===== src/rtl/multicycle_ctrl_pkg.sv =====
// rtl/multicycle_ctrl_pkg.sv - opcodes, ALU codes, mux codes and FSM states for the multicycle controller
package multicycle_ctrl_pkg;

  // RV32 opcodes
  localparam logic [6:0] OP_LOAD   = 7'b0000011;
  localparam logic [6:0] OP_STORE  = 7'b0100011;
  localparam logic [6:0] OP_TIPOR  = 7'b0110011;
  localparam logic [6:0] OP_TIPOI  = 7'b0010011;
  localparam logic [6:0] OP_BRANCH = 7'b1100011;
  localparam logic [6:0] OP_JUMP   = 7'b1101111;

  localparam logic [2:0] FUNCT3_ADD_SUB = 3'b000;
  localparam logic [2:0] FUNCT3_SLT     = 3'b010;
  localparam logic [2:0] FUNCT3_OR      = 3'b110;
  localparam logic [2:0] FUNCT3_AND     = 3'b111;
  localparam logic [6:0] FUNCT7_SUB     = 7'b0100000;

  localparam logic [3:0] ALU_AND = 4'b0000;
  localparam logic [3:0] ALU_OR  = 4'b0001;
  localparam logic [3:0] ALU_ADD = 4'b0010;
  localparam logic [3:0] ALU_SUB = 4'b0110;
  localparam logic [3:0] ALU_SLT = 4'b0111;

  // PC source select
  localparam logic [1:0] PC4   = 2'd0;
  localparam logic [1:0] PCBEQ = 2'd1;
  localparam logic [1:0] PCIMM = 2'd2;

  // Register-file write data select
  localparam logic [1:0] ORIG_ALU = 2'd0;
  localparam logic [1:0] ORIG_MEM = 2'd1;
  localparam logic [1:0] ORIG_PC4 = 2'd2;

  // ALU B operand select
  localparam logic [1:0] ALUB_RS2   = 2'd0;
  localparam logic [1:0] ALUB_CONST = 2'd1;
  localparam logic [1:0] ALUB_IMM   = 2'd2;

  typedef enum logic [3:0] {
    S_FETCH    = 4'd0,
    S_DECODE   = 4'd1,
    S_MEM_ADDR = 4'd2,
    S_MEM_RD   = 4'd3,
    S_MEM_WB   = 4'd4,
    S_MEM_WR   = 4'd5,
    S_EXEC_R   = 4'd6,
    S_EXEC_I   = 4'd7,
    S_ALU_WB   = 4'd8,
    S_BEQ      = 4'd9,
    S_JAL      = 4'd10,
    S_TRAP     = 4'd11
  } state_e;

endpackage


===== src/rtl/multicycle_ctrl_alu_decoder.sv =====
// rtl/multicycle_ctrl_alu_decoder.sv - funct3/funct7 to ALU operation for R-type execute
module multicycle_ctrl_alu_decoder
  import multicycle_ctrl_pkg::*;
(
  input  logic [2:0] funct3_i,
  input  logic [6:0] funct7_i,
  output logic [3:0] alu_ctrl_o
);

  // funct7 only distinguishes SUB from ADD; unsupported funct3 values fall back to ADD
  always_comb begin
    alu_ctrl_o = ALU_ADD;
    case (funct3_i)
      FUNCT3_ADD_SUB: alu_ctrl_o = (funct7_i == FUNCT7_SUB) ? ALU_SUB : ALU_ADD;
      FUNCT3_SLT:     alu_ctrl_o = ALU_SLT;
      FUNCT3_OR:      alu_ctrl_o = ALU_OR;
      FUNCT3_AND:     alu_ctrl_o = ALU_AND;
      default:        alu_ctrl_o = ALU_ADD;
    endcase
  end

endmodule


===== src/rtl/multicycle_ctrl.sv =====
// rtl/multicycle_ctrl.sv - multicycle RV32 control FSM; ILLEGAL_TRAP_EN adds a TRAP state and illegal_instr port
module multicycle_ctrl
  import multicycle_ctrl_pkg::*;
#(
  parameter int STATE_W = 4
) (
  input  logic               clk,
  input  logic               reset,
  input  logic [31:0]        instruction,
  input  logic               zero,
  input  logic               mem_ready,
  output logic               IorD,
  output logic               MemRead,
  output logic               MemWrite,
  output logic               IRWrite,
  output logic               PCWrite,
  output logic               PCWriteCond,
  output logic [1:0]         OrigPC,
  output logic               OrigALUA,
  output logic [1:0]         OrigALUB,
  output logic [3:0]         ALUControl,
  output logic [1:0]         OrigWriteData,
  output logic               RegWrite,
  output logic               instr_done,
`ifdef ILLEGAL_TRAP_EN
  output logic               illegal_instr,
`endif
  output logic [STATE_W-1:0] dbg_state
);

  state_e     state_q, state_d;
  logic [6:0] opcode;
  logic [3:0] alu_r;
  logic       known_op;

  assign opcode = instruction[6:0];

  // zero is qualified with PCWriteCond in the datapath; register/immediate fields are datapath-only
  logic unused_inputs;
  assign unused_inputs = ^{zero, instruction[24:15], instruction[11:7]};

  assign known_op = (opcode == OP_LOAD)  || (opcode == OP_STORE)  ||
                    (opcode == OP_TIPOR) || (opcode == OP_TIPOI)  ||
                    (opcode == OP_BRANCH)|| (opcode == OP_JUMP);

  multicycle_ctrl_alu_decoder u_alu_decoder (
    .funct3_i   (instruction[14:12]),
    .funct7_i   (instruction[31:25]),
    .alu_ctrl_o (alu_r)
  );

  // State register; reset wins over any in-flight instruction
  always_ff @(posedge clk) begin
    if (reset) state_q <= S_FETCH;
    else       state_q <= state_d;
  end

  // Next-state: memory states stall on mem_ready, DECODE dispatches on opcode
  always_comb begin
    state_d = state_q;
    case (state_q)
      S_FETCH:  state_d = mem_ready ? S_DECODE : S_FETCH;
      S_DECODE: begin
        case (opcode)
          OP_LOAD, OP_STORE: state_d = S_MEM_ADDR;
          OP_TIPOR:          state_d = S_EXEC_R;
          OP_TIPOI:          state_d = S_EXEC_I;
          OP_BRANCH:         state_d = S_BEQ;
          OP_JUMP:           state_d = S_JAL;
`ifdef ILLEGAL_TRAP_EN
          default:           state_d = S_TRAP;
`else
          default:           state_d = S_FETCH;
`endif
        endcase
      end
      S_MEM_ADDR: state_d = (opcode == OP_LOAD) ? S_MEM_RD : S_MEM_WR;
      S_MEM_RD:   state_d = mem_ready ? S_MEM_WB : S_MEM_RD;
      S_MEM_WR:   state_d = mem_ready ? S_FETCH : S_MEM_WR;
      S_EXEC_R,
      S_EXEC_I:   state_d = S_ALU_WB;
      S_MEM_WB,
      S_ALU_WB,
      S_BEQ,
      S_JAL:      state_d = S_FETCH;
`ifdef ILLEGAL_TRAP_EN
      S_TRAP:     state_d = S_TRAP;
`endif
      default:    state_d = S_FETCH;
    endcase
  end

  // Outputs: state-decoded, all idle while reset is high so no write or strobe escapes
  always_comb begin
    IorD          = 1'b0;
    MemRead       = 1'b0;
    MemWrite      = 1'b0;
    IRWrite       = 1'b0;
    PCWrite       = 1'b0;
    PCWriteCond   = 1'b0;
    OrigPC        = PC4;
    OrigALUA      = 1'b0;
    OrigALUB      = ALUB_RS2;
    ALUControl    = ALU_ADD;
    OrigWriteData = ORIG_ALU;
    RegWrite      = 1'b0;
    instr_done    = 1'b0;
    if (!reset) begin
      case (state_q)
        S_FETCH: begin
          MemRead  = 1'b1;
          OrigALUB = ALUB_CONST;
          IRWrite  = mem_ready;
          PCWrite  = mem_ready;
          OrigPC   = PC4;
        end
        S_DECODE: begin
          OrigALUB = ALUB_IMM;
`ifndef ILLEGAL_TRAP_EN
          instr_done = !known_op;
`endif
        end
        S_MEM_ADDR: begin
          OrigALUA = 1'b1;
          OrigALUB = ALUB_IMM;
        end
        S_MEM_RD: begin
          IorD    = 1'b1;
          MemRead = 1'b1;
        end
        S_MEM_WB: begin
          RegWrite      = 1'b1;
          OrigWriteData = ORIG_MEM;
          instr_done    = 1'b1;
        end
        S_MEM_WR: begin
          IorD       = 1'b1;
          MemWrite   = 1'b1;
          instr_done = mem_ready;
        end
        S_EXEC_R: begin
          OrigALUA   = 1'b1;
          OrigALUB   = ALUB_RS2;
          ALUControl = alu_r;
        end
        S_EXEC_I: begin
          OrigALUA = 1'b1;
          OrigALUB = ALUB_IMM;
        end
        S_ALU_WB: begin
          RegWrite      = 1'b1;
          OrigWriteData = ORIG_ALU;
          instr_done    = 1'b1;
        end
        S_BEQ: begin
          OrigALUA    = 1'b1;
          OrigALUB    = ALUB_RS2;
          ALUControl  = ALU_SUB;
          PCWriteCond = 1'b1;
          OrigPC      = PCBEQ;
          instr_done  = 1'b1;
        end
        S_JAL: begin
          RegWrite      = 1'b1;
          OrigWriteData = ORIG_PC4;
          PCWrite       = 1'b1;
          OrigPC        = PCIMM;
          instr_done    = 1'b1;
        end
        default: ;
      endcase
    end
  end

`ifdef ILLEGAL_TRAP_EN
  assign illegal_instr = !reset && (state_q == S_TRAP);
`else
  logic unused_known_op;
  assign unused_known_op = known_op;
`endif

  assign dbg_state = STATE_W'(state_q);

endmodule


===== config.mk =====
export PLATFORM = sky130hd
export DESIGN_NAME = multicycle_ctrl
export DESIGN_NICKNAME = d
export VERILOG_FILES = /design/src/rtl/multicycle_ctrl_pkg.sv /design/src/rtl/multicycle_ctrl_alu_decoder.sv /design/src/rtl/multicycle_ctrl.sv
export SDC_FILE = /design/constraint.sdc
export NUM_CORES = 1
export LEC_CHECK = 0
export CAP_MARGIN = 25
export CORE_UTILIZATION = 29
export DETAILED_ROUTE_END_ITERATION = 8
export PLACE_DENSITY = 0.8
export RECOVER_POWER = 50
export SLEW_MARGIN = 20
export SYNTH_ARGS = -nofsm -noshare
export SYNTH_HDL_FRONTEND = slang
export SYNTH_SLANG_ARGS = --single-unit

===== constraint.sdc =====
create_clock -name clk -period 1.99 [get_ports clk]
set_clock_uncertainty 0.05 [all_clocks]
set_input_delay 0.2985 -clock clk [delete_from_list [all_inputs] [get_ports clk]]
set_output_delay 0.2985 -clock clk [all_outputs]
set_load 0.03 [all_outputs]

==> results of run 1 <==
-- worst min-delay path by stage --
stage,end,depth (start not counted),slack [ps]
CTS,dbg_state[3]$_SDFF_PP0_,3,690
detailed placement,dbg_state[3]$_SDFF_PP0_,3,670
finish,dbg_state[0]$_SDFF_PP0_,5,650
floorplan,dbg_state[2]$_SDFF_PP0_,3,470
global route,dbg_state[3]$_SDFF_PP0_,5,690
global placement,dbg_state[3]$_SDFF_PP0_,3,660
-- layer usage --
metal	share of wire (%)	wire [um]
met1	38	883
met2	54	1250
met3	7.7	178
met4	0	0
met5	0	0
-- synthesized netlist by cell type, types with 2 or more instances --
| master | instances | area share (%) |
|---|---|---|
| inv_1 | 2 | 1.3 |
| o21ai_0 | 4 | 3.4 |
| nand3b_1 | 4 | 5.1 |
| o21bai_1 | 2 | 2.6 |
| and3b_1 | 2 | 3.0 |
| a21oi_1 | 11 | 9.4 |
| nand2b_1 | 7 | 7.4 |
| nor4_1 | 3 | 3.2 |
| and2_1 | 2 | 2.1 |
| clkbuf_1 | 4 | 2.6 |
| nor2_1 | 7 | 4.5 |
| nor3_1 | 9 | 7.7 |
| buf_4 | 2 | 2.6 |
| or2_2 | 3 | 3.2 |
| dfxtp_1 | 4 | 14 |
| nand2_1 | 2 | 1.3 |
-- cell families (layout without fill, tap and decap cells) --
kind of cell,after synthesis,in the layout
simple gates,48,48
compound gates,25,25
buf+inv,10,68
flops,4,4
other cells,1,1
mux,1,1
-- power groups by stage --
stage	combinational (mW)	sequential (mW)	clock (mW)
2_1_floorplan	0.0604	0.0860	0
3_3_place_gp	0.135	0.0830	0
3_5_place_dp	0.137	0.0830	0
4_1_cts	0.140	0.0817	0.117
5_1_grt	0.166	0.0818	0.123
6_report	0.155	0.0818	0.109
-- through the flow --
step | setup TNS [ps] | utilization [%]
after global placement | -1160 | 61.5
after floorplan | -28.6 | -
after global routing | -562 | 66.6
after detailed placement | -1100 | 61.5
final | -251 | 66.6
after CTS | -203 | 64.3
-- worst min-delay path: stages --
cell and delay, ps:
dlygate4sd2_1 230, buf_6 120, nor2_1 30, o31ai_1 140
a21oi_1 60
-- layout make-up --
type / instances / area, um2 / area share (%)
multi-input cells: 75 / 527 / 43.4
inverters: 3 / 11.3 / 0.929
repair buffers: 61 / 531 / 43.8
flip-flops and latches: 4 / 86.3 / 7.12
well taps: 25 / 31.3 / 2.58
clock buffers: 4 / 26.3 / 2.17
-- timing repair --
item / in CTS / in global routing
gates resized for setup: 9 / 6
buffers inserted: 0 / 5
setup endpoints to repair: 7 / 5
pin swaps: 5 / 3
==> reports/metrics.yaml, run 1 <==
timing:
  rsz0062_at_grt: "true"
  finalCritPeriodShare_pct: 107
  fmax_mhz: 470
  hold_slack_ps: 649
  slew_headroom_pct: 61.0
  fin_ws_ps: -136
  drv_slew: 0
  finalHoldViolations: 0
  fin_crit_ps: 2130
  setup-violations-final: 4
  worst_pin_slew_ps: 579
placement:
  routabilityCongestion: 0.910
  preCtsSetupSlack_ps: -288
  post_dp_cell_area_um2: 1120
  place_hpwl_um: 1690
  place_inst: 163
  io_buffer_count: 41
floorplan:
  dieArea_um2: 2210
  rows: 15
  die_w_um: 47.0
  start_util_pct: 32.3
  io-pin-count: 59
  die_y_um: 47.0
  core-area_um2: 1820
cts:
  clkSinkCount: 4
  ctsHoldBuffers: 0
  numCtsBuffers: 3
  cts-root-buf: "clkbuf_4"
  cts_tree: "done"
  clk_pin_slew_ps: 40
  ctsLongestPathBuffers: 2
  cts_max_level: 1
  clkLatencyLatePin_ps: 230
cells_and_area:
  final_cell_mix: "26 x buf_4, 18 x clkdlybuf4s50_1, 11 x a21oi_1, 7 x nor2_1, 7 x buf_6"
  nFillCells: 145
  diodes: 0
  finalNonFillerCells: 172
  largest_reg_flops: 4
  fin_area_um2: 1210
  nets: 184
  syn_to_final_growth_pct: 106
  final_layout_size_suffix_gt1_share_pct: 42.2
  final_common_cell: "buf_4"
detailed_routing:
  ant_nets: 0
  wl_per_cell_um: 13.4
  drt_pass1_iterations: 4
  totalWireLength_um: 2310
  drt-vias-per-instance: 5.27
  drt_iter0_markers: 40
  num_vias: 906
  drc: 0
pwr:
  p_sw_share_pct: 30.4
  internal_power_uw: 241
  seqPwrFrac_pct: 23.6
  p_comb_share_pct: 44.9
  p_leak_nw: 0.496
  p_sw_uw: 105
  pwr_density_cell_nw_per_um2: 286
  total_power_uw: 346
  ir_drop_uv: 243
  p_clk_share_pct: 31.5
synthesis:
  ys_ff_latch: 4
  synthMuxAreaShare_pct: 1.91
  syn_area_um2: 588
  yosys_warnings: 0
  yosys.area_share.simple_pct: 49.8
  synth_top_family_by_area: "simple AND/OR/NAND/NOR gates"
  yosysSeqAreaShare_pct: 13.6
  synthAdderAreaFrac_pct: 0
  synth_ff_type: "dfxtp_1"
  synthXorXnorAreaFrac_pct: 0
  ys_types: 37
  syn_area_per_cell_um2: 6.61
  syn_nets: 125
  ys_async_sr_fraction_pct: 0
  synth_edf_count: 0
  synth-compound-area-share_pct: 26.2
  netlist_instances: 89
setup_path:
  required_ps: 1640
  ff2ff_path_depth: 5
  cpMaxStageDelayCell: "or4_4"
  startpoint: "instruction[27]"
  path_class: "in -> out"
  rr_startpoint: "dbg_state[0]$_SDFF_PP0_"
  crit_path_start_kind: "input pin"
  cp-endpoint: "ALUControl[2]"
  cp_num_cells: 6
  worst_setup_path_end_kind: "primary output"
  crit_path_cell_trace: "clkdlybuf4s50_1 > nor4b_2 > a21oi_1 > or4_4 > o21bai_4 > buf_6"
  critPathArrivalTime_ps: 1780
  path_delay_family: "simple AND/OR/NAND/NOR gates"
  slowest_delay_ps: 440
  r2r_end: "dbg_state[1]$_SDFF_PP0_"
  r2r_slack_ps: 180
  path_max_fanout: 1
  cp.buffers_inverters: 2
global_route:
  met1_usage_pct: 22.1
  grt.busiest_layer: "met2"
  grt_util_met3_pct: 2.69
  antenna_found_initial: 0
  grt_max_degree: 16
  grt_pass1_wl_um: 3070
  track_usage_pct: 19.4
  grt_pass1_vias: 699
  grtUsageMet2_pct: 37.2
  overflow: 0
run_status:
  status: "complete, but fails checks"
  violations: "negative setup slack"
run:
  cap_violations: 0
min_path:
  hold_class: "in -> reg"
  min_from: "reset"
No activity file was read; power rests on OpenSTA's default activity.
==> run 2, diff against run 1 <==
--- a/config.mk
+++ b/config.mk
@@ -5,11 +5,11 @@
 export SDC_FILE = /design/constraint.sdc
 export NUM_CORES = 1
 export LEC_CHECK = 0
-export CAP_MARGIN = 25
+export CAP_MARGIN = 20
 export CORE_UTILIZATION = 29
 export DETAILED_ROUTE_END_ITERATION = 8
 export PLACE_DENSITY = 0.8
-export RECOVER_POWER = 50
+export RECOVER_POWER = 100
 export SLEW_MARGIN = 20
 export SYNTH_ARGS = -nofsm -noshare
 export SYNTH_HDL_FRONTEND = slang
==> reports/metrics.yaml, run 2 (synthesized netlist as in run 1, its figures left out) <==
setup_path:
  required_ps: 1640
  path_max_fanout: 1
  worst_setup_path_end_kind: "primary output"
  path_class: "in -> out"
  slowest_delay_ps: 440
  crit_path_start_kind: "input pin"
  critPathArrivalTime_ps: 1780
  cpMaxStageDelayCell: "or4_4"
  startpoint: "instruction[27]"
  crit_path_cell_trace: "clkdlybuf4s50_1 > nor4b_2 > a21oi_1 > or4_4 > o21bai_4 > buf_6"
  rr_startpoint: "dbg_state[0]$_SDFF_PP0_"
cts:
  cts-root-buf: "clkbuf_4"
  cts_tree: "done"
  clkSinkCount: 4
  clkLatencyLatePin_ps: 230
  cts_max_level: 1
  numCtsBuffers: 3
  ctsHoldBuffers: 0
  ctsLongestPathBuffers: 2
  clk_pin_slew_ps: 40
cells_and_area:
  syn_to_final_growth_pct: 103
  final_layout_size_suffix_gt1_share_pct: 41.5
  nFillCells: 149
  nets: 184
  utilization_pct: 65.7
  largest_reg_flops: 4
  final_cell_mix: "20 x buf_4, 18 x clkdlybuf4s50_1, 11 x a21oi_1"
  final_common_cell: "buf_4"
  diodes: 0
pwr:
  p_sw_share_pct: 30.4
  internal_power_uw: 241
  ir_drop_uv: 243
  p_comb_share_pct: 44.8
  total_power_uw: 346
  p_sw_uw: 105
  p_clk_share_pct: 31.5
  p_leak_nw: 0.490
  seqPwrFrac_pct: 23.6
  pwr_density_cell_nw_per_um2: 290
detailed_routing:
  ant_nets: 0
  drt_iter0_markers: 40
  drc: 0
  wl_per_cell_um: 13.4
  drt-vias-per-instance: 5.22
  drt_pass1_iterations: 4
  totalWireLength_um: 2300
  num_vias: 897
timing:
  finalHoldViolations: 0
  fmax_mhz: 470
  fin_ws_ps: -136
  finalCritPeriodShare_pct: 107
  worst_pin_slew_ps: 594
  drv_slew: 0
  rsz0062_at_grt: "true"
  fin_crit_ps: 2130
  setup-violations-final: 4
  slew_headroom_pct: 60.1
  hold_slack_ps: 651
floorplan:
  die_y_um: 47.0
  die_w_um: 47.0
  rows: 15
  io-pin-count: 59
  core-area_um2: 1820
  start_util_pct: 32.3
  dieArea_um2: 2210
placement:
  routabilityCongestion: 0.910
  place_hpwl_um: 1690
  io_buffer_count: 41
global_route:
  grt_max_degree: 16
  grt_pass1_wl_um: 3070
  track_usage_pct: 19.4
  grt_pass1_vias: 699
  overflow: 0
  antenna_found_initial: 0
run:
  cap_violations: 0
run_status:
  status: "complete, but fails checks"
  violations: "negative setup slack"
min_path:
  min_from: "reset"
  hold_class: "in -> reg"
==> run 2: critical path: cells and delay by family <==
family / cells / cell delay [ps]
AO/OA/AOI/OAI: 2 / 230
buffers and inverters: 2 / 560
AND/OR/NAND/NOR: 2 / 690
==> run 2: layer usage <==
layer,vias to the layer above,routed length [um],track usage [%]
li1,445,-,-
met3,0,177,2.69
met4,0,0,5.14
met5,-,0,0
met2,45,1240,37.2
met1,407,880,22.1
==> run 2: stage by stage <==
step,TNS [ps],area [um2],cells,worst slack (ps)
5_1_grt,-648,1200,172,-171
2_1_floorplan,-28.6,648,89,-15.3
6_report,-252,1200,172,-136
4_1_cts,-203,1170,167,-155
3_5_place_dp,-1100,1120,163,-288
3_3_place_gp,-1160,1120,163,-290
==> run 2: power by group through the flow <==
stage | Sequential, mW | Combinational, mW | Clock (mW)
final | 0.0818 | 0.155 | 0.109
after global routing | 0.0818 | 0.166 | 0.123
after CTS | 0.0817 | 0.140 | 0.117
after detailed placement | 0.0830 | 0.137 | 0
after global placement | 0.0830 | 0.135 | 0
after floorplan | 0.0860 | 0.0604 | 0
==> run 2: what timing repair did <==
action | in CTS | in global routing
pin swaps | 5 | 3
setup endpoints to repair | 7 | 5
setup buffers | 0 | 5
resized for setup | 9 | 6
==> run 2: final timing paths <==
path	cells after the start	endpoint	slack, ps
setup reg to reg	5	dbg_state[1]$_SDFF_PP0_	170
hold reg to reg	3	dbg_state[0]$_SDFF_PP0_	670
setup / recovery	6	ALUControl[2]	-140
hold / removal	5	dbg_state[0]$_SDFF_PP0_	650
==> run 2: final cells by class <==
type | count | area (um2) | share of cell area (%)
Clock buffer | 4 | 26.3 | 2.20
Inverter | 3 | 11.3 | 0.941
Multi-Input combinational cell | 75 | 527 | 44.0
Sequential cell | 4 | 86.3 | 7.22
Tap cell | 25 | 31.3 | 2.62
Timing Repair Buffer | 61 | 514 | 43.0
